## config.mk

```make
export PLATFORM = sky130hd
export DESIGN_NAME = voice_allocator_flat
export DESIGN_NICKNAME = d
export VERILOG_FILES = /design/src/rtl/voice_allocator_if.sv /design/src/rtl/voice_allocator.sv /design/src/flat_wrapper.sv
export SDC_FILE = /design/constraint.sdc
export NUM_CORES = 1
export LEC_CHECK = 0
export BUFFER_PORTS_ARGS = -buffer_cell sky130_fd_sc_hd__buf_4
export CORE_ASPECT_RATIO = 1.75
export CORE_MARGIN = 2
export CORE_UTILIZATION = 30
export DETAILED_ROUTE_END_ITERATION = 10
export GPL_ROUTABILITY_DRIVEN = 0
export HOLD_SLACK_MARGIN = 0.03
export PLACE_DENSITY = 0.55
export SYNTH_ARGS = -nofsm -noshare
export SYNTH_HDL_FRONTEND = slang
export SYNTH_SLANG_ARGS = --single-unit
export TNS_END_PERCENT = 1
```

## constraint.sdc

```tcl
create_clock -name clk -period 3.75 [get_ports clk]
set_clock_uncertainty 0.1 [all_clocks]
set_input_delay 0 -clock clk [delete_from_list [all_inputs] [get_ports clk]]
set_output_delay 0 -clock clk [all_outputs]
set_load 0.01 [all_outputs]
```

## src/rtl/voice_allocator_if.sv

```systemverilog
// Key-event handshake between the PS/2 key decoder (master) and the voice allocator (slave).
interface voice_allocator_if #(
  parameter int NOTE_W = 4,
  parameter int OCT_W  = 3
);
  logic              key_valid;
  logic              key_ready;
  logic              key_on;
  logic [NOTE_W-1:0] key_note;
  logic [OCT_W-1:0]  key_octave;

  modport master (
    output key_valid, key_on, key_note, key_octave,
    input  key_ready
  );

  modport slave (
    input  key_valid, key_on, key_note, key_octave,
    output key_ready
  );
endinterface

```

## src/rtl/voice_allocator.sv

```systemverilog
// Polyphonic voice scheduler: maps key press/release events onto NUM_VOICES voice slots.
// Define VOICE_STEAL_EN to steal the oldest busy voice on a press when no voice is free.
module voice_allocator #(
  parameter int NUM_VOICES = 4,
  parameter int NOTE_W     = 4,
  parameter int OCT_W      = 3,
  localparam int VIDX_W    = $clog2(NUM_VOICES),
  localparam int AGE_W     = VIDX_W + 1
) (
  input  logic                         clk,
  input  logic                         reset,
  voice_allocator_if.slave             key_if,
  input  logic                         all_off,
  output logic [NUM_VOICES-1:0]        voice_gate,
  output logic [NUM_VOICES*NOTE_W-1:0] voice_note,
  output logic [NUM_VOICES*OCT_W-1:0]  voice_octave,
  output logic [NUM_VOICES-1:0]        voice_trig,
  output logic                         done,
  output logic [VIDX_W-1:0]            done_voice,
  output logic                         steal,
  output logic                         drop,
  output logic [VIDX_W:0]              active_count
);

  typedef enum logic [1:0] {IDLE, LOOKUP, COMMIT} state_t;

  state_t state_q, state_n;

  logic              ev_on_q;
  logic [NOTE_W-1:0] ev_note_q;
  logic [OCT_W-1:0]  ev_oct_q;

  logic [NUM_VOICES-1:0] gate_q, gate_n;
  logic [NOTE_W-1:0]     note_q [NUM_VOICES];
  logic [NOTE_W-1:0]     note_n [NUM_VOICES];
  logic [OCT_W-1:0]      oct_q  [NUM_VOICES];
  logic [OCT_W-1:0]      oct_n  [NUM_VOICES];
  logic [AGE_W-1:0]      age_q  [NUM_VOICES];
  logic [AGE_W-1:0]      age_n  [NUM_VOICES];

  logic              hit_c, hit_q, free_any_c, free_any_q;
  logic [VIDX_W-1:0] match_c, match_q, free_c, free_q;

  logic [NUM_VOICES-1:0] trig_n, trig_q;
  logic                  done_n, steal_n, drop_n;
  logic [VIDX_W-1:0]     dvoice_n;
  logic [VIDX_W:0]       count_n;
  logic [VIDX_W-1:0]     tgt;
  logic                  press_ok;
  logic                  accept;

  assign key_if.key_ready = (state_q == IDLE) && !all_off;
  assign accept           = key_if.key_valid && key_if.key_ready;

  // Lowest-index match and lowest-index free slot
  always_comb begin
    hit_c      = 1'b0;
    match_c    = '0;
    free_any_c = 1'b0;
    free_c     = '0;
    for (int unsigned i = 0; i < NUM_VOICES; i++) begin
      if (!hit_c && gate_q[i] && note_q[i] == ev_note_q && oct_q[i] == ev_oct_q) begin
        hit_c   = 1'b1;
        match_c = VIDX_W'(i);
      end
      if (!free_any_c && !gate_q[i]) begin
        free_any_c = 1'b1;
        free_c     = VIDX_W'(i);
      end
    end
  end

`ifdef VOICE_STEAL_EN
  logic [VIDX_W-1:0] oldest_c, oldest_q;
  logic [AGE_W-1:0]  oldest_age;

  // Strict compare keeps the lowest index on equal ages
  always_comb begin
    oldest_c   = '0;
    oldest_age = age_q[0];
    for (int unsigned i = 1; i < NUM_VOICES; i++) begin
      if (age_q[i] > oldest_age) begin
        oldest_age = age_q[i];
        oldest_c   = VIDX_W'(i);
      end
    end
  end

  always_ff @(posedge clk or posedge reset) begin
    if (reset)                  oldest_q <= '0;
    else if (state_q == LOOKUP) oldest_q <= oldest_c;
  end
`endif

  always_comb begin
    state_n  = state_q;
    gate_n   = gate_q;
    note_n   = note_q;
    oct_n    = oct_q;
    age_n    = age_q;
    trig_n   = '0;
    done_n   = 1'b0;
    steal_n  = 1'b0;
    drop_n   = 1'b0;
    dvoice_n = '0;
    tgt      = '0;
    press_ok = 1'b0;
    if (all_off) begin
      state_n = IDLE;
      gate_n  = '0;
      for (int unsigned i = 0; i < NUM_VOICES; i++) age_n[i] = '0;
    end else begin
      case (state_q)
        IDLE:   if (key_if.key_valid) state_n = LOOKUP;
        LOOKUP: state_n = COMMIT;
        COMMIT: begin
          state_n = IDLE;
          done_n  = 1'b1;
          if (ev_on_q) begin
            press_ok = 1'b1;
            if (hit_q)           tgt = match_q;
            else if (free_any_q) tgt = free_q;
            else begin
`ifdef VOICE_STEAL_EN
              tgt     = oldest_q;
              steal_n = 1'b1;
`else
              press_ok = 1'b0;
              drop_n   = 1'b1;
`endif
            end
            if (press_ok) begin
              dvoice_n = tgt;
              for (int unsigned i = 0; i < NUM_VOICES; i++) begin
                if (VIDX_W'(i) == tgt) begin
                  gate_n[i] = 1'b1;
                  note_n[i] = ev_note_q;
                  oct_n[i]  = ev_oct_q;
                  age_n[i]  = '0;
                  trig_n[i] = 1'b1;
                end else if (gate_q[i] && age_q[i] != '1) begin
                  age_n[i] = age_q[i] + 1'b1;
                end
              end
            end
          end else if (hit_q) begin
            dvoice_n = match_q;
            for (int unsigned i = 0; i < NUM_VOICES; i++)
              if (VIDX_W'(i) == match_q) gate_n[i] = 1'b0;
          end else begin
            drop_n = 1'b1;
          end
        end
        default: state_n = IDLE;
      endcase
    end
  end

  always_comb begin
    count_n = '0;
    for (int unsigned i = 0; i < NUM_VOICES; i++)
      count_n = count_n + (VIDX_W+1)'(gate_n[i]);
  end

  always_ff @(posedge clk or posedge reset) begin
    if (reset) begin
      state_q      <= IDLE;
      ev_on_q      <= 1'b0;
      ev_note_q    <= '0;
      ev_oct_q     <= '0;
      gate_q       <= '0;
      hit_q        <= 1'b0;
      match_q      <= '0;
      free_any_q   <= 1'b0;
      free_q       <= '0;
      trig_q       <= '0;
      done         <= 1'b0;
      steal        <= 1'b0;
      drop         <= 1'b0;
      done_voice   <= '0;
      active_count <= '0;
      for (int unsigned i = 0; i < NUM_VOICES; i++) begin
        note_q[i] <= '0;
        oct_q[i]  <= '0;
        age_q[i]  <= '0;
      end
    end else begin
      state_q      <= state_n;
      gate_q       <= gate_n;
      note_q       <= note_n;
      oct_q        <= oct_n;
      age_q        <= age_n;
      trig_q       <= trig_n;
      done         <= done_n;
      steal        <= steal_n;
      drop         <= drop_n;
      done_voice   <= dvoice_n;
      active_count <= count_n;
      if (accept) begin
        ev_on_q   <= key_if.key_on;
        ev_note_q <= key_if.key_note;
        ev_oct_q  <= key_if.key_octave;
      end
      if (state_q == LOOKUP) begin
        hit_q      <= hit_c;
        match_q    <= match_c;
        free_any_q <= free_any_c;
        free_q     <= free_c;
      end
    end
  end

  always_comb begin
    voice_gate = gate_q;
    voice_trig = trig_q;
    for (int unsigned i = 0; i < NUM_VOICES; i++) begin
      voice_note[i*NOTE_W +: NOTE_W] = note_q[i];
      voice_octave[i*OCT_W +: OCT_W] = oct_q[i];
    end
  end

endmodule
```

## src/flat_wrapper.sv

```systemverilog
// flat-port wrapper written by rule: the top's interface ports become plain ports
module voice_allocator_flat 
#(
  parameter int NUM_VOICES = 4,
  parameter int NOTE_W     = 4,
  parameter int OCT_W      = 3,
  localparam int VIDX_W    = $clog2(NUM_VOICES),
  localparam int AGE_W     = VIDX_W + 1
)
  (clk, reset, all_off, voice_gate, voice_note, voice_octave, voice_trig, done, done_voice, steal, drop, active_count, key_if_key_valid, key_if_key_on, key_if_key_note, key_if_key_octave, key_if_key_ready);
  voice_allocator_if #(.NOTE_W(NOTE_W), .OCT_W(OCT_W)) key_if_i ();
  input  logic clk;
  input  logic reset;
  input  logic all_off;
  output logic [NUM_VOICES-1:0] voice_gate;
  output logic [NUM_VOICES*NOTE_W-1:0] voice_note;
  output logic [NUM_VOICES*OCT_W-1:0] voice_octave;
  output logic [NUM_VOICES-1:0] voice_trig;
  output logic done;
  output logic [VIDX_W-1:0] done_voice;
  output logic steal;
  output logic drop;
  output logic [VIDX_W:0] active_count;
  input wire logic [$bits(key_if_i.key_valid)-1:0] key_if_key_valid;
  input wire logic [$bits(key_if_i.key_on)-1:0] key_if_key_on;
  input wire logic [$bits(key_if_i.key_note)-1:0] key_if_key_note;
  input wire logic [$bits(key_if_i.key_octave)-1:0] key_if_key_octave;
  output wire logic [$bits(key_if_i.key_ready)-1:0] key_if_key_ready;
  assign key_if_i.key_valid = key_if_key_valid;
  assign key_if_i.key_on = key_if_key_on;
  assign key_if_i.key_note = key_if_key_note;
  assign key_if_i.key_octave = key_if_key_octave;
  assign key_if_key_ready = key_if_i.key_ready;
  voice_allocator #(.NUM_VOICES(NUM_VOICES), .NOTE_W(NOTE_W), .OCT_W(OCT_W)) u_core (.clk(clk), .reset(reset), .key_if(key_if_i), .all_off(all_off), .voice_gate(voice_gate), .voice_note(voice_note), .voice_octave(voice_octave), .voice_trig(voice_trig), .done(done), .done_voice(done_voice), .steal(steal), .drop(drop), .active_count(active_count));
endmodule
```

### Word-level counts from Yosys, hierarchy flattened

Index checks and enable logic that the tools add are counted.

* bitwise gates (word level): 1
* $mul: 0
* shift-type cells: 0
* equality and inequality tests: 17
* multiplexer cells: 61
* magnitude comparators: 0
* div/mod/pow operators: 0
* $add $sub $neg: 3
* reductions and logical operators: 32

Operators with widths (number)
* 4-bit 2-to-1 mux: 9
* 1-bit 2-to-1 mux: 35
* 2-bit 2-to-1 mux: 16
* 5-bit AND reduction: 4
* 4-bit == test: 4
* 1-bit logical AND: 16
* 3-bit == test: 4
* 1-bit zero test: 9
* 2-bit == test (first input constant): 4
* 3-bit by 1-bit adder with 3-bit output: 2
* 2-bit zero test: 3
* 1-bit by 2-bit == test with 1-bit output (first input constant): 2
* 2-bit one-hot mux with 2 select lines: 1
* 3-bit != test (second input constant): 1
* 1-bit by 1-bit adder with 2-bit output: 1
* 2-bit by 1-bit == test with 1-bit output (second input constant): 1
* 2-bit == test (second input constant): 1
* 1-bit NOT: 1

* bits in latches: 0
* register bits after elaboration: 59
* ROM bits: 0
* word-level logic and storage cells: 136
* memories kept: 0
* memory bits (writable): 0
* output and inout bits: 45
* input port bits: 12

### Longest topological paths before layout

Gate-level depths: netlist of the first run.

* depth after elaboration: 19
* mapped depth: 10
* depth with buffers taken out: 9

### Worst setup path before layout of the first run

Ideal clock, no wire load.

* path kind: register to register
* start: register u_core.hit_q
* end: register u_core.active_count[1]
* library setup time: 126 ps
* setup slack: 1279 ps
* data required time: 3524 ps
* data arrival time: 2245 ps
* stages on the path, launching flop included: 9
* cells stage by stage: dfrtp_1 > buf_6 > inv_1 > nor4b_1 > nand3b_1 > a31o_2 > ha_1 > fa_1 > ha_1

* longest elaborated chain between the ends: 13

Ends and longest elaborated chain
* start, declared: line voice_allocator.sv:41 `logic hit_c, hit_q, free_any_c, free_any_q;`
* start signal, assigned: line voice_allocator.sv:205 `hit_q <= hit_c;`
* 2-bit 2-to-1 mux: line voice_allocator.sv:121 `if (hit_q) tgt = match_q;`
* 2-bit 2-to-1 mux: line voice_allocator.sv:119 `if (ev_on_q) begin`
* 2-bit 2-to-1 mux: line voice_allocator.sv:113 `case (state_q)`
* 2-bit 2-to-1 mux: line voice_allocator.sv:108 `if (all_off) begin`
* 1-bit by 2-bit == test with 1-bit output: line voice_allocator.sv:135 `if (VIDX_W'(i) == tgt) begin`
* 1-bit 2-to-1 mux: line voice_allocator.sv:135
* 4-bit 2-to-1 mux: line voice_allocator.sv:132 `if (press_ok) begin`
* 4-bit 2-to-1 mux (*): line voice_allocator.sv:119
* 4-bit 2-to-1 mux (*): line voice_allocator.sv:113
* 4-bit 2-to-1 mux (*): line voice_allocator.sv:108
* via u_core.gate_n[1]: line voice_allocator.sv:33 `logic [NUM_VOICES-1:0] gate_q, gate_n;`
* 1-bit by 1-bit adder with 2-bit output (*): line voice_allocator.sv:162 `count_n = count_n + (VIDX_W+1)'(gate_n[i]);`
* 3-bit by 1-bit adder with 3-bit output (*) (2 in series): line voice_allocator.sv:162
* via u_core.count_n[1]: line voice_allocator.sv:47 `logic [VIDX_W:0] count_n;`
* end signal, assigned: line voice_allocator.sv:198 `active_count <= count_n;`
* end, declared: line voice_allocator.sv:22 `output logic [VIDX_W:0] active_count`

Mark *: on every way through the listed nets, which the timed path passes. The rest lies on a longest branch. The select of a mux whose other input is x is not followed.
A chain may end at the register's enable or synchronous reset.

### Worst setup path in the final report of the first run

* start: register u_core.hit_q
* end: register u_core.active_count[1]

* longest elaborated chain between the ends: 13

Ends and longest elaborated chain (line)
* 2-bit 2-to-1 mux: voice_allocator.sv:121
* 2-bit 2-to-1 mux: voice_allocator.sv:119
* 2-bit 2-to-1 mux: voice_allocator.sv:113
* 2-bit 2-to-1 mux: voice_allocator.sv:108
* 2-bit zero test: voice_allocator.sv:135
* 1-bit 2-to-1 mux: voice_allocator.sv:135
* 4-bit 2-to-1 mux: voice_allocator.sv:132
* 4-bit 2-to-1 mux (*): voice_allocator.sv:119
* 4-bit 2-to-1 mux (*): voice_allocator.sv:113
* 4-bit 2-to-1 mux (*): voice_allocator.sv:108
* via u_core.gate_n[0]: voice_allocator.sv:33
* 1-bit by 1-bit adder with 2-bit output (*): voice_allocator.sv:162
* 3-bit by 1-bit adder with 3-bit output (*) (2 in series): voice_allocator.sv:162
* via u_core.count_n[1]: voice_allocator.sv:47

Marks and branches as above.

==> implementation parameters, run 1 <==
Parameter                              Value

Routing
  Antenna Violating Nets Remaining ... 0
  Detailed Route WL ... around 6400 µm
  DRC viols ... 0
  Violation count after the first detailed-route iteration ... about 110
  Mean number of vias per cell ... 4.51
  Average detailed-routed wire length per instance ... around 16 µm
  Pre-antenna DRT Iters ... 4
  Number of vias in the routed layout ... about 1800

Worst setup path
  Reg2Reg Launch Point ... u_core.hit_q$_DFFE_PP0N_
  Data arrival time of the worst path ... 2970 ps
  Kind of critical path ... register to register
  Crit path required time ... about 3900 ps
  Reg-to-reg setup timing slack ... 880 ps
  Worst setup path startpoint ... u_core.hit_q$_DFFE_PP0N_
  Category of the worst setup path capture point ... register
  CP Launch Type ... register
  Highest net fanout along the worst path ... 8

Synth
  Cell types with the highest counts after synthesis ... sky130_fd_sc_hd__dfrtp_1, sky130_fd_sc_hd__mux2_2, sky130_fd_sc_hd__xnor2_1, sky130_fd_sc_hd__nand2_1
  Number of storage elements in the synthesis netlist ... 59
  Share of the synthesized area in the top cell type ... 55.0%
  Dominant cell by count in the synthesized netlist ... sky130_fd_sc_hd__dfrtp_1
  Predominant post-synthesis flop cell ... sky130_fd_sc_hd__dfrtp_1
  Asr flop ratio synth ... between 90% and 100%
  Post-Syn Nets ... about 220
  Biggest area contributors in the synthesized netlist ... sky130_fd_sc_hd__dfrtp_1, sky130_fd_sc_hd__mux2_2, sky130_fd_sc_hd__xnor2_1
  Number of enable flip-flop cells after synthesis ... 0
  Leading area contributor after synthesis ... sky130_fd_sc_hd__dfrtp_1
  Sequential area share after synthesis ... a little under three fifths
  Combined area of all synthesized cells ... 0.00268 mm²
  Number of warning messages in the yosys log ... 0
  Instance count of the mapped netlist ... between 200 and 250
  Count of cell types in the netlist ... between 40 and 50
  Mean post-synth cell area ... 12.9 µm²

STA
  Final-report setup violation count ... 0
  Achievable clock frequency ... around 350 MHz
  Crit path time final ... roughly 2900 ps
  Number of max-slew violations in the final report ... 0
  Final hold violation count ... 0
  Setup TNS Final ... 0 ps
  Worst hold margin ... about 86 ps
  Final cycle utilization of the critical path ... ~76%
  Max-slew headroom ... 56.3%
  Transition time at the pin with the least slew margin ... between 600 and 700 ps
  Setup repair after global routing missed its margin ... no

Run
  Count of max-cap constraint violations ... 0

CTS
  Clock-pin slew on the worst setup and hold paths ... around 50 ps
  Gates resized, CTS repair ... 0
  Clock Tree Buf Depth ... 2
  Clock tree from TritonCTS ... yes
  Number of clock buffers inserted by TritonCTS ... 9
  Source-to-sink clock delay at the later pin of the worst-skew pair ... between 300 and 400 ps
  Root buffer selected by CTS ... sky130_fd_sc_hd__clkbuf_16
  Clk sink count ... between 50 and 60
  H-Tree Level Count ... 3

Final layout
  Post-layout nets ... about 290
  Filler cell count ... 899
  Syn-to-layout area delta ... 33.3%
  Count of inserted antenna diode cells ... 0
  Layout cells sized above 1 ... roughly 42%

Global routing
  First-pass GRT wire length ... roughly 10000 µm
  Number of antenna violations at the first check in global routing ... 0
  Largest net degree at the start of global routing ... 33
  Total routing resource utilization after global routing ... 15.0%
  Vias in the first global route ... 1911
  Grt ovf ... 0

Floorplanning
  I/O Pins ... 57
  Die area ... 0.00974 mm²
  Starting Density ... between 30% and 40%
  Height of the die ... around 130 µm
  Horizontal die dimension ... ~75 µm
  Core area ... a little under 0.009 mm²
  Row count ... 45

Power
  Static leakage power ... approximately 1.8 nW
  Total power divided by cell area ... 504 mW/mm²
  VDD IR-drop max ... between 200 and 300 µV

Min path
  Worst min-delay path category ... primary input to register
  HP Start ... key_if_key_valid

Placed design
  Number of port buffers ... 55
  Final HPWL from detailed placement ... about 4600 µm

Run status
  Run status ... finished, final reports clean
## report_power, final
part           internal, mW  leakage (nW)  switching, mW  total (mW)
Clock                 0.517         0.146          0.264       0.781
Sequential            0.687         0.792         0.0957       0.782
Combinational         0.145         0.834         0.0935       0.239
Total                  1.35          1.77          0.453        1.80
## area by class of cell
class	count	area, µm²	share of cell area (%)
well taps	117	146	4.09
inverters	8	30.0	0.840
clock inverters	1	5.00	0.140
flip-flops and latches	59	1480	41.3
multi-input cells	128	1100	30.8
repair buffers	67	528	14.8
clock buffers	15	288	8.05
## layer usage
| metal | track usage, % | wire length, µm | vias to the layer above |
|---|---|---|---|
| met5 | 0 | 0 | - |
| met4 | 7.43 | 165 | 0 |
| met3 | 4.82 | 255 | 9 |
| met1 | 15.3 | 2220 | 895 |
| met2 | 26.5 | 3770 | 38 |
| li1 | - | - | 839 |
## cell families (layout without fill, tap and decap cells)
kind of cell    Yosys count  in the layout  share of synthesized area [%]
fa+ha+maj                 3              3                           1.68
mux                      36             36                           15.1
flops                    59             59                           55.0
simple gates             41             41                           9.42
buf+inv                  21             91                           3.87
compound gates           19             19                           5.60
xor+xnor                 28             28                           9.14
other cells               1              1                          0.140
## state kept, by name (all words and copies together), names as in the netlist, 2 cells and up
name and count:
u_core.voice_note 16, u_core.voice_octave 12, u_core.ev_note_q 4, u_core.voice_gate 4, u_core.voice_trig 4, u_core.active_count 3
u_core.ev_oct_q 3, u_core.done_voice 2, u_core.free_q 2, u_core.match_q 2, u_core.state_q 2
## layout by cell type, fill, tap and decap left out, types with 2 or more instances in the layout
| cell | n |
|---|---|
| sky130_fd_sc_hd__xor2_1 | 7 |
| sky130_fd_sc_hd__nand2_1 | 9 |
| sky130_fd_sc_hd__inv_1 | 5 |
| sky130_fd_sc_hd__a21oi_1 | 2 |
| sky130_fd_sc_hd__nor3_1 | 2 |
| sky130_fd_sc_hd__xnor2_1 | 21 |
| sky130_fd_sc_hd__mux2_2 | 36 |
| sky130_fd_sc_hd__clkbuf_1 | 2 |
| sky130_fd_sc_hd__clkbuf_8 | 4 |
| sky130_fd_sc_hd__nand3_1 | 2 |
| sky130_fd_sc_hd__ha_1 | 2 |
| sky130_fd_sc_hd__dlygate4sd3_1 | 10 |
| sky130_fd_sc_hd__a31o_2 | 2 |
| sky130_fd_sc_hd__inv_2 | 3 |
| sky130_fd_sc_hd__dfrtp_1 | 59 |
| sky130_fd_sc_hd__o21ai_0 | 5 |
| sky130_fd_sc_hd__a22o_1 | 2 |
| sky130_fd_sc_hd__nor3b_1 | 2 |
| sky130_fd_sc_hd__buf_4 | 57 |
| sky130_fd_sc_hd__nor4_1 | 2 |
| sky130_fd_sc_hd__nand4_1 | 6 |
| sky130_fd_sc_hd__nor2_1 | 8 |
| sky130_fd_sc_hd__clkbuf_16 | 9 |
## metrics by stage
| step | utilization, % | std cells | instance area (µm²) | total power, mW | setup WS [ps] |
|---|---|---|---|---|---|
| 2_1_floorplan | - | 208 | 2680 | 0.940 | 1280 |
| 6_report | 41.2 | 395 | 3580 | 1.80 | 885 |
| 3_3_place_gp | 36.7 | 369 | 3180 | 1.03 | 972 |
| 5_1_grt | 41.2 | 395 | 3580 | 1.90 | 715 |
| 4_1_cts | 41.2 | 395 | 3580 | 1.83 | 906 |
| 3_5_place_dp | 36.7 | 369 | 3180 | 1.03 | 907 |
## path summary, 6_finish.rpt
path / endpoint / cells past startpoint
min in group asynchronous: u_core.voice_trig[0]$_DFF_PP0_ / 3
max: u_core.active_count[1]$_DFF_PP0_ / 7
max reg2reg: u_core.active_count[1]$_DFF_PP0_ / 7
min reg2reg: u_core.drop$_DFF_PP0_ / 1
min: u_core.state_q[0]$_DFFE_PP0P_ / 2
max in group asynchronous: u_core.ev_oct_q[2]$_DFFE_PP0P_ / 4
## worst max-delay path: stages (launching register included)
cell and delay [ps]:
sky130_fd_sc_hd__dfrtp_1 560, sky130_fd_sc_hd__inv_1 100, sky130_fd_sc_hd__nor4b_1 600, sky130_fd_sc_hd__nor3b_1 260
sky130_fd_sc_hd__o21ai_0 140, sky130_fd_sc_hd__ha_1 330, sky130_fd_sc_hd__fa_1 370, sky130_fd_sc_hd__ha_1 280
## repair_timing
item                                   in CTS  in global routing
setup endpoints to repair                   0                  0
hold buffers                               10                  0
buffers inserted                            0                  0
endpoints found under the hold margin      44                  0
Power figures use the tool's default switching activity.
==> inputs of run 2 (changes only) <==
--- a/config.mk
+++ b/config.mk
@@ -12,7 +12,7 @@
 export DETAILED_ROUTE_END_ITERATION = 10
 export GPL_ROUTABILITY_DRIVEN = 0
 export HOLD_SLACK_MARGIN = 0.03
-export PLACE_DENSITY = 0.55
+export PLACE_DENSITY = 0.57
 export SYNTH_ARGS = -nofsm -noshare
 export SYNTH_HDL_FRONTEND = slang
 export SYNTH_SLANG_ARGS = --single-unit
==> constraint.sdc (replaced) <==
create_clock -name clk -period 2.6 [get_ports clk]
set_clock_uncertainty 0.1 [all_clocks]
set_input_delay 0 -clock clk [delete_from_list [all_inputs] [get_ports clk]]
set_output_delay 0 -clock clk [all_outputs]
set_load 0.01 [all_outputs]
==> run 2 against run 1 <==
Register-to-register slack worse by 710 ps. Cell count is 1.3% higher. Critical path depth unchanged. Design area grew 0.28%. First-iteration DRC count down 20%. Setup slack worse by 710 ps. Clock power is 27% higher. Global-route usage is 0.53 points lower. Routed wire length shrank 2.3%. Sequential power up 42%. Fmax is 18% higher. Critical path type unchanged.
==> implementation parameters, run 2 (synthesized netlist as in run 1, its figures left out) <==
Parameter                              Value

Run status
  Run status ... finished, final reports clean

Final layout
  Commonest cells after routing, fill and taps aside ... sky130_fd_sc_hd__buf_4, sky130_fd_sc_hd__dfrtp_1, sky130_fd_sc_hd__mux2_2
  Non-filler instance count after layout ... 400
  Layout cells sized above 1 ... 42.8%
  Count of inserted antenna diode cells ... 0
  Filler cell count ... 904
  Syn-to-layout area delta ... 33.7%
  Most common library cell in the layout ignoring fill and taps ... sky130_fd_sc_hd__buf_4
  Post-layout nets ... 295
  Max FFs per register ... 16

STA
  Final hold violation count ... 0
  Final cycle utilization of the critical path ... between 90% and 100%
  Setup TNS Final ... 0 ps
  Fin worst setup slack ... about 170 ps
  Number of max-slew violations in the final report ... 0
  Transition time at the pin with the least slew margin ... 745 ps
  Max-slew headroom ... just over 50%
  Final-report setup violation count ... 0
  Achievable clock frequency ... between 400 and 500 MHz
  Crit path time final ... approximately 2400 ps
  Setup repair after global routing missed its margin ... no

Worst setup path
  Category of the worst setup path capture point ... register
  CP most frequent cell ... sky130_fd_sc_hd__ha_1
  Kind of critical path ... register to register
  Buffers plus inverters on the worst setup path ... 1
  CP max stage delay ... slightly below 400 ps
  Reg2Reg Launch Point ... u_core.ev_on_q$_DFFE_PP0P_
  Critical R2R Capture ... u_core.active_count[1]$_DFF_PP0_
  Crit path capture ... u_core.active_count[1]$_DFF_PP0_
  Data arrival time of the worst path ... around 2500 ps
  CP Launch Type ... register
  Crit path required time ... 2700 ps
  Stages on the worst setup path ... 7
  Gate family responsible for the most delay along the worst path ... adder cells
  Cell chain of the critical path ... nor4b_2, buf_4, nand3b_1, a31o_2, ha_1, fa_1, ha_1
  Length in cells of the worst reg-to-reg path ... 7
  Reg-to-reg setup timing slack ... between 150 and 200 ps
  Worst setup path startpoint ... u_core.ev_on_q$_DFFE_PP0P_
  Highest net fanout along the worst path ... 4
  Critical Path Slowest Stage Cell ... sky130_fd_sc_hd__dfrtp_1

Placed design
  Worst setup slack after placement ... 52.4 ps
  Number of port buffers ... 55
  Count of placed standard cells including taps ... roughly 380
  Final HPWL from detailed placement ... 4590 µm

Global routing
  Grt ovf ... 0
  Total routing resource utilization after global routing ... between 10% and 20%
  Number of antenna violations at the first check in global routing ... 0
  Largest net degree at the start of global routing ... 60
  Vias in the first global route ... 1864
  First-pass GRT wire length ... 9920 µm

Routing
  Mean number of vias per cell ... around 4.5
  Post-Route M1 WL ... between 2000 and 2500 µm
  Average detailed-routed wire length per instance ... between 15 and 20 µm
  Wire length on met3 ... about 220 µm
  Uppermost layer routed ... met4
  Number of vias in the routed layout ... roughly 1800
  Detailed Route WL ... about 6300 µm
  Pre-antenna DRT Iters ... 4
  Routed wl met2 ... around 3600 µm
  DRC viols ... 0
  Violation count after the first detailed-route iteration ... a little over 90
  Antenna Violating Nets Remaining ... 0

CTS
  Source-to-sink clock delay at the later pin of the worst-skew pair ... 320 ps
  H-Tree Level Count ... 3
  Number of clock buffers inserted by TritonCTS ... 9
  Clock Tree Buf Depth ... 2
  Root buffer selected by CTS ... sky130_fd_sc_hd__clkbuf_16
  Clock tree from TritonCTS ... yes
  Clock-pin slew on the worst setup and hold paths ... roughly 50 ps
  Clk sink count ... approximately 60

Floorplanning
  I/O Pins ... 57
  Row count ... 45
  Horizontal die dimension ... 75.5 µm
  Core area ... 0.00867 mm²
  Height of the die ... between 100 and 150 µm
  Die area ... about 0.0097 mm²
  Starting Density ... a little under a third

Power
  Power spent charging and discharging nets ... approximately 0.63 mW
  Total power divided by cell area ... 690 mW/mm²
  Relative contribution of combinational cells to total power ... between 10% and 20%
  Internal Power ... around 1.8 mW
  VDD IR-drop max ... 434 µV
  Part of the power in registers ... ~45%
  Switching share of power ... between 20 and 30%
  Share of power burned in the clock network ... approximately two fifths
  Static leakage power ... around 1.8 nW

Run
  Count of max-cap constraint violations ... 0

Min path
  Worst min-delay path category ... primary input to register
==> run 2: cell count changes in the layout (fill, tap and decap cells not counted) <==
cell and change:
sky130_fd_sc_hd__clkbuf_8 -4, sky130_fd_sc_hd__nor4b_1 -1, sky130_fd_sc_hd__nor4b_2 +1, sky130_fd_sc_hd__clkbuf_1 +3, sky130_fd_sc_hd__clkinv_2 -1, sky130_fd_sc_hd__buf_4 +7
==> run 2: power by group through the flow <==
stage | sequential (mW) | clock, mW | combinational, mW
5_1_grt | 1.13 | 1.07 | 0.410
4_1_cts | 1.12 | 1.02 | 0.376
3_3_place_gp | 1.13 | 0 | 0.359
3_5_place_dp | 1.13 | 0 | 0.363
2_1_floorplan | 1.06 | 0 | 0.291
6_report | 1.11 | 0.992 | 0.370
==> run 2: area by class of cell <==
class	instances	area [µm²]	share of cell area (%)
Clock buffer	14	244	6.80
Inverter	8	30.0	0.837
Multi-Input combinational cell	128	1110	30.9
Sequential cell	59	1480	41.2
Tap cell	117	146	4.08
Timing Repair Buffer	74	581	16.2
==> run 2: worst min path at each step <==
stage	slack, ps	end	depth (start not counted)	from
floorplan	-50	key_if_key_ready	1	all_off
global placement	120	u_core.state_q[1]$_DFFE_PP0P_	2	all_off
detailed placement	120	u_core.state_q[1]$_DFFE_PP0P_	2	all_off
CTS	80	u_core.state_q[0]$_DFFE_PP0P_	2	key_if_key_valid
global route	100	u_core.state_q[0]$_DFFE_PP0P_	2	key_if_key_valid
finish	70	u_core.state_q[0]$_DFFE_PP0P_	2	key_if_key_valid
==> run 2: what timing repair did <==
item | in CTS | in global routing
endpoints found under the hold margin | 75 | 0
setup buffers | 0 | 0
endpoints found under the setup margin | 0 | 2
hold buffers | 10 | 0
gates resized for setup | 0 | 1
==> run 2: layer usage <==
metal / vias to the layer above / global-route usage (%)
met3: 14 / 3.81
met4: 0 / 8.46
li1: 858 / -
met2: 36 / 24.5
met1: 894 / 15.7
met5: - / 0
==> run 2: through the flow <==
stage,instance area [µm²],hold slack [ps],power [mW],utilization [%]
2_1_floorplan,2680,-48.5,1.36,-
3_3_place_gp,3240,120,1.49,37.3
3_5_place_dp,3240,117,1.49,37.3
4_1_cts,3580,75.7,2.51,41.3
5_1_grt,3590,98.9,2.60,41.4
6_report,3590,68.4,2.47,41.4
==> inputs of run 3 (changes only) <==
--- a/config.mk
+++ b/config.mk
@@ -5,14 +5,13 @@
 export SDC_FILE = /design/constraint.sdc
 export NUM_CORES = 1
 export LEC_CHECK = 0
-export BUFFER_PORTS_ARGS = -buffer_cell sky130_fd_sc_hd__buf_4
 export CORE_ASPECT_RATIO = 1.75
 export CORE_MARGIN = 2
 export CORE_UTILIZATION = 30
 export DETAILED_ROUTE_END_ITERATION = 10
+export DONT_BUFFER_PORTS = 1
 export GPL_ROUTABILITY_DRIVEN = 0
 export HOLD_SLACK_MARGIN = 0.03
-export PLACE_DENSITY = 0.57
 export SYNTH_ARGS = -nofsm -noshare
 export SYNTH_HDL_FRONTEND = slang
 export SYNTH_SLANG_ARGS = --single-unit
==> run 3 against run 2 <==
Sequential cell count is the same. Non-clock buffer count fell by 53. Register-to-register slack barely moved. Setup slack worse by 13 ps. Highest routed layer unchanged. Cell count is 14% lower. Die area unchanged.
==> implementation parameters, run 3 (synthesized netlist as in run 1, its figures left out) <==
Parameter                              Value

Floorplanning
  Starting Density ... 30.9%
  Die area ... 0.00974 mm²
  Height of the die ... 129 µm
  I/O Pins ... 57
  Core area ... between 0.008 and 0.009 mm²
  Row count ... 45
  Horizontal die dimension ... between 70 and 80 µm

STA
  Transition time at the pin with the least slew margin ... 715 ps
  Max-slew headroom ... a little over half
  Worst hold margin ... 73.4 ps
  Crit path time final ... ~2400 ps
  Setup repair after global routing missed its margin ... no
  Final hold violation count ... 0
  Fin worst setup slack ... roughly 160 ps
  Number of max-slew violations in the final report ... 0
  Achievable clock frequency ... a little over 400 MHz
  Final cycle utilization of the critical path ... a little over nine tenths
  Final-report setup violation count ... 0
  Setup TNS Final ... 0 ps

Worst setup path
  Gate family responsible for the most delay along the worst path ... adder cells
  Data arrival time of the worst path ... ~2500 ps
  Cell chain of the critical path ... nor4b_2, buf_4, nand3b_1, a31o_2, ha_1, fa_1, ha_1
  Crit path capture ... u_core.active_count[1]$_DFF_PP0_
  Highest net fanout along the worst path ... 5
  CP Launch Type ... register
  Crit path required time ... ~2700 ps
  Critical R2R Capture ... u_core.active_count[1]$_DFF_PP0_
  Length in cells of the worst reg-to-reg path ... 7
  Critical Path Slowest Stage Cell ... sky130_fd_sc_hd__dfrtp_1
  Reg-to-reg setup timing slack ... between 150 and 200 ps
  Worst setup path startpoint ... u_core.state_q[0]$_DFFE_PP0P_
  Reg2Reg Launch Point ... u_core.state_q[0]$_DFFE_PP0P_
  Kind of critical path ... register to register
  Stages on the worst setup path ... 7
  CP max stage delay ... 420 ps
  CP most frequent cell ... sky130_fd_sc_hd__ha_1
  Buffers plus inverters on the worst setup path ... 1
  Category of the worst setup path capture point ... register

Routing
  Pre-antenna DRT Iters ... 3
  Detailed Route WL ... a little over 6000 µm
  Antenna Violating Nets Remaining ... 0
  Violation count after the first detailed-route iteration ... roughly 100
  DRC viols ... 0
  Mean number of vias per cell ... ~4.7
  Number of vias in the routed layout ... between 1500 and 2000
  Average detailed-routed wire length per instance ... 17.7 µm

CTS
  Number of buffers added for setup after CTS ... 0
  H-Tree Level Count ... 3
  Root buffer selected by CTS ... sky130_fd_sc_hd__clkbuf_16
  Clock Tree Buf Depth ... 2
  Clock-pin slew on the worst setup and hold paths ... approximately 50 ps
  Number of clock buffers inserted by TritonCTS ... 9
  Clock tree from TritonCTS ... yes
  Source-to-sink clock delay at the later pin of the worst-skew pair ... approximately 320 ps
  Clk sink count ... around 60

Global routing
  Largest net degree at the start of global routing ... 35
  Total routing resource utilization after global routing ... between 10 and 15%
  Number of antenna violations at the first check in global routing ... 0
  First-pass GRT wire length ... between 9000 and 10000 µm
  Vias in the first global route ... about 1700
  Grt ovf ... 0

Power
  VDD IR-drop max ... 333 µV
  Total power divided by cell area ... 758 mW/mm²
  Switching share of power ... 25.6%
  Power spent charging and discharging nets ... around 0.62 mW
  Relative contribution of combinational cells to total power ... 11.3%
  Static leakage power ... about 1.5 nW
  Internal Power ... about 1.8 mW
  Part of the power in registers ... around 47%
  Share of power burned in the clock network ... a little over two fifths

Final layout
  Layout cells sized above 1 ... between 30 and 40%
  Count of inserted antenna diode cells ... 0
  Most common library cell in the layout ignoring fill and taps ... sky130_fd_sc_hd__dfrtp_1
  Syn-to-layout area delta ... 19.4%
  Commonest cells after routing, fill and taps aside ... sky130_fd_sc_hd__dfrtp_1, sky130_fd_sc_hd__mux2_2, sky130_fd_sc_hd__xnor2_1
  Post-layout nets ... 242
  Final core utilization ... 36.9%
  Max FFs per register ... 16

Placed design
  Number of port buffers ... 0
  Worst setup slack after placement ... between 50 and 60 ps
  Final HPWL from detailed placement ... ~4600 µm

Run
  Count of max-cap constraint violations ... 0

Min path
  Worst min-delay path category ... primary input to output port

Run status
  Run status ... finished, final reports clean
==> run 3: cell type report <==
| cell class | count | area [µm²] |
|---|---|---|
| Fill cell | 881 | 5470 |
| Sequential cell | 59 | 1480 |
| Multi-Input combinational cell | 128 | 1110 |
| Timing Repair Buffer | 21 | 185 |
| Inverter | 8 | 30.0 |
| Tap cell | 117 | 146 |
| Clock buffer | 13 | 250 |
==> run 3: what timing repair did <==
action / CTS / global route
resized for setup: 0 / 2
setup endpoints to repair: 0 / 1
hold buffers: 11 / 0
hold endpoints to repair: 50 / 0
==> run 3: power groups by stage <==
stage	sequential [mW]	combinational [mW]	clock, mW
floorplan	1.06	0.291	0
global placement	1.16	0.259	0
detailed placement	1.16	0.264	0
CTS	1.14	0.280	1.04
global route	1.16	0.305	1.08
finish	1.14	0.274	1.01
==> run 3: worst min-delay path by stage <==
stage | startpoint | to | cells after the start
floorplan | all_off | key_if_key_ready | 1
global placement | reset | u_core.active_count[0]$_DFF_PP0_ | 1
detailed placement | reset | u_core.active_count[0]$_DFF_PP0_ | 1
CTS | all_off | key_if_key_ready | 2
global route | all_off | key_if_key_ready | 2
finish | all_off | key_if_key_ready | 2
==> run 3: layer usage <==
metal  wire length, µm  track usage (%)  vias to the layer above
li1                  -                -                      755
met1              1970             13.2                      828
met2              3570             24.8                       43
met3               476             6.53                        9
met4               114             7.12                        0
met5                 0                0                        -
==> run 3: per-stage QoR <==
stage | total power [mW] | instances | cell area [µm²]
after global routing | 2.54 | 346 | 3200
after detailed placement | 1.42 | 322 | 2830
after floorplan | 1.36 | 208 | 2680
after CTS | 2.46 | 346 | 3190
after global placement | 1.41 | 322 | 2830
final | 2.43 | 346 | 3200
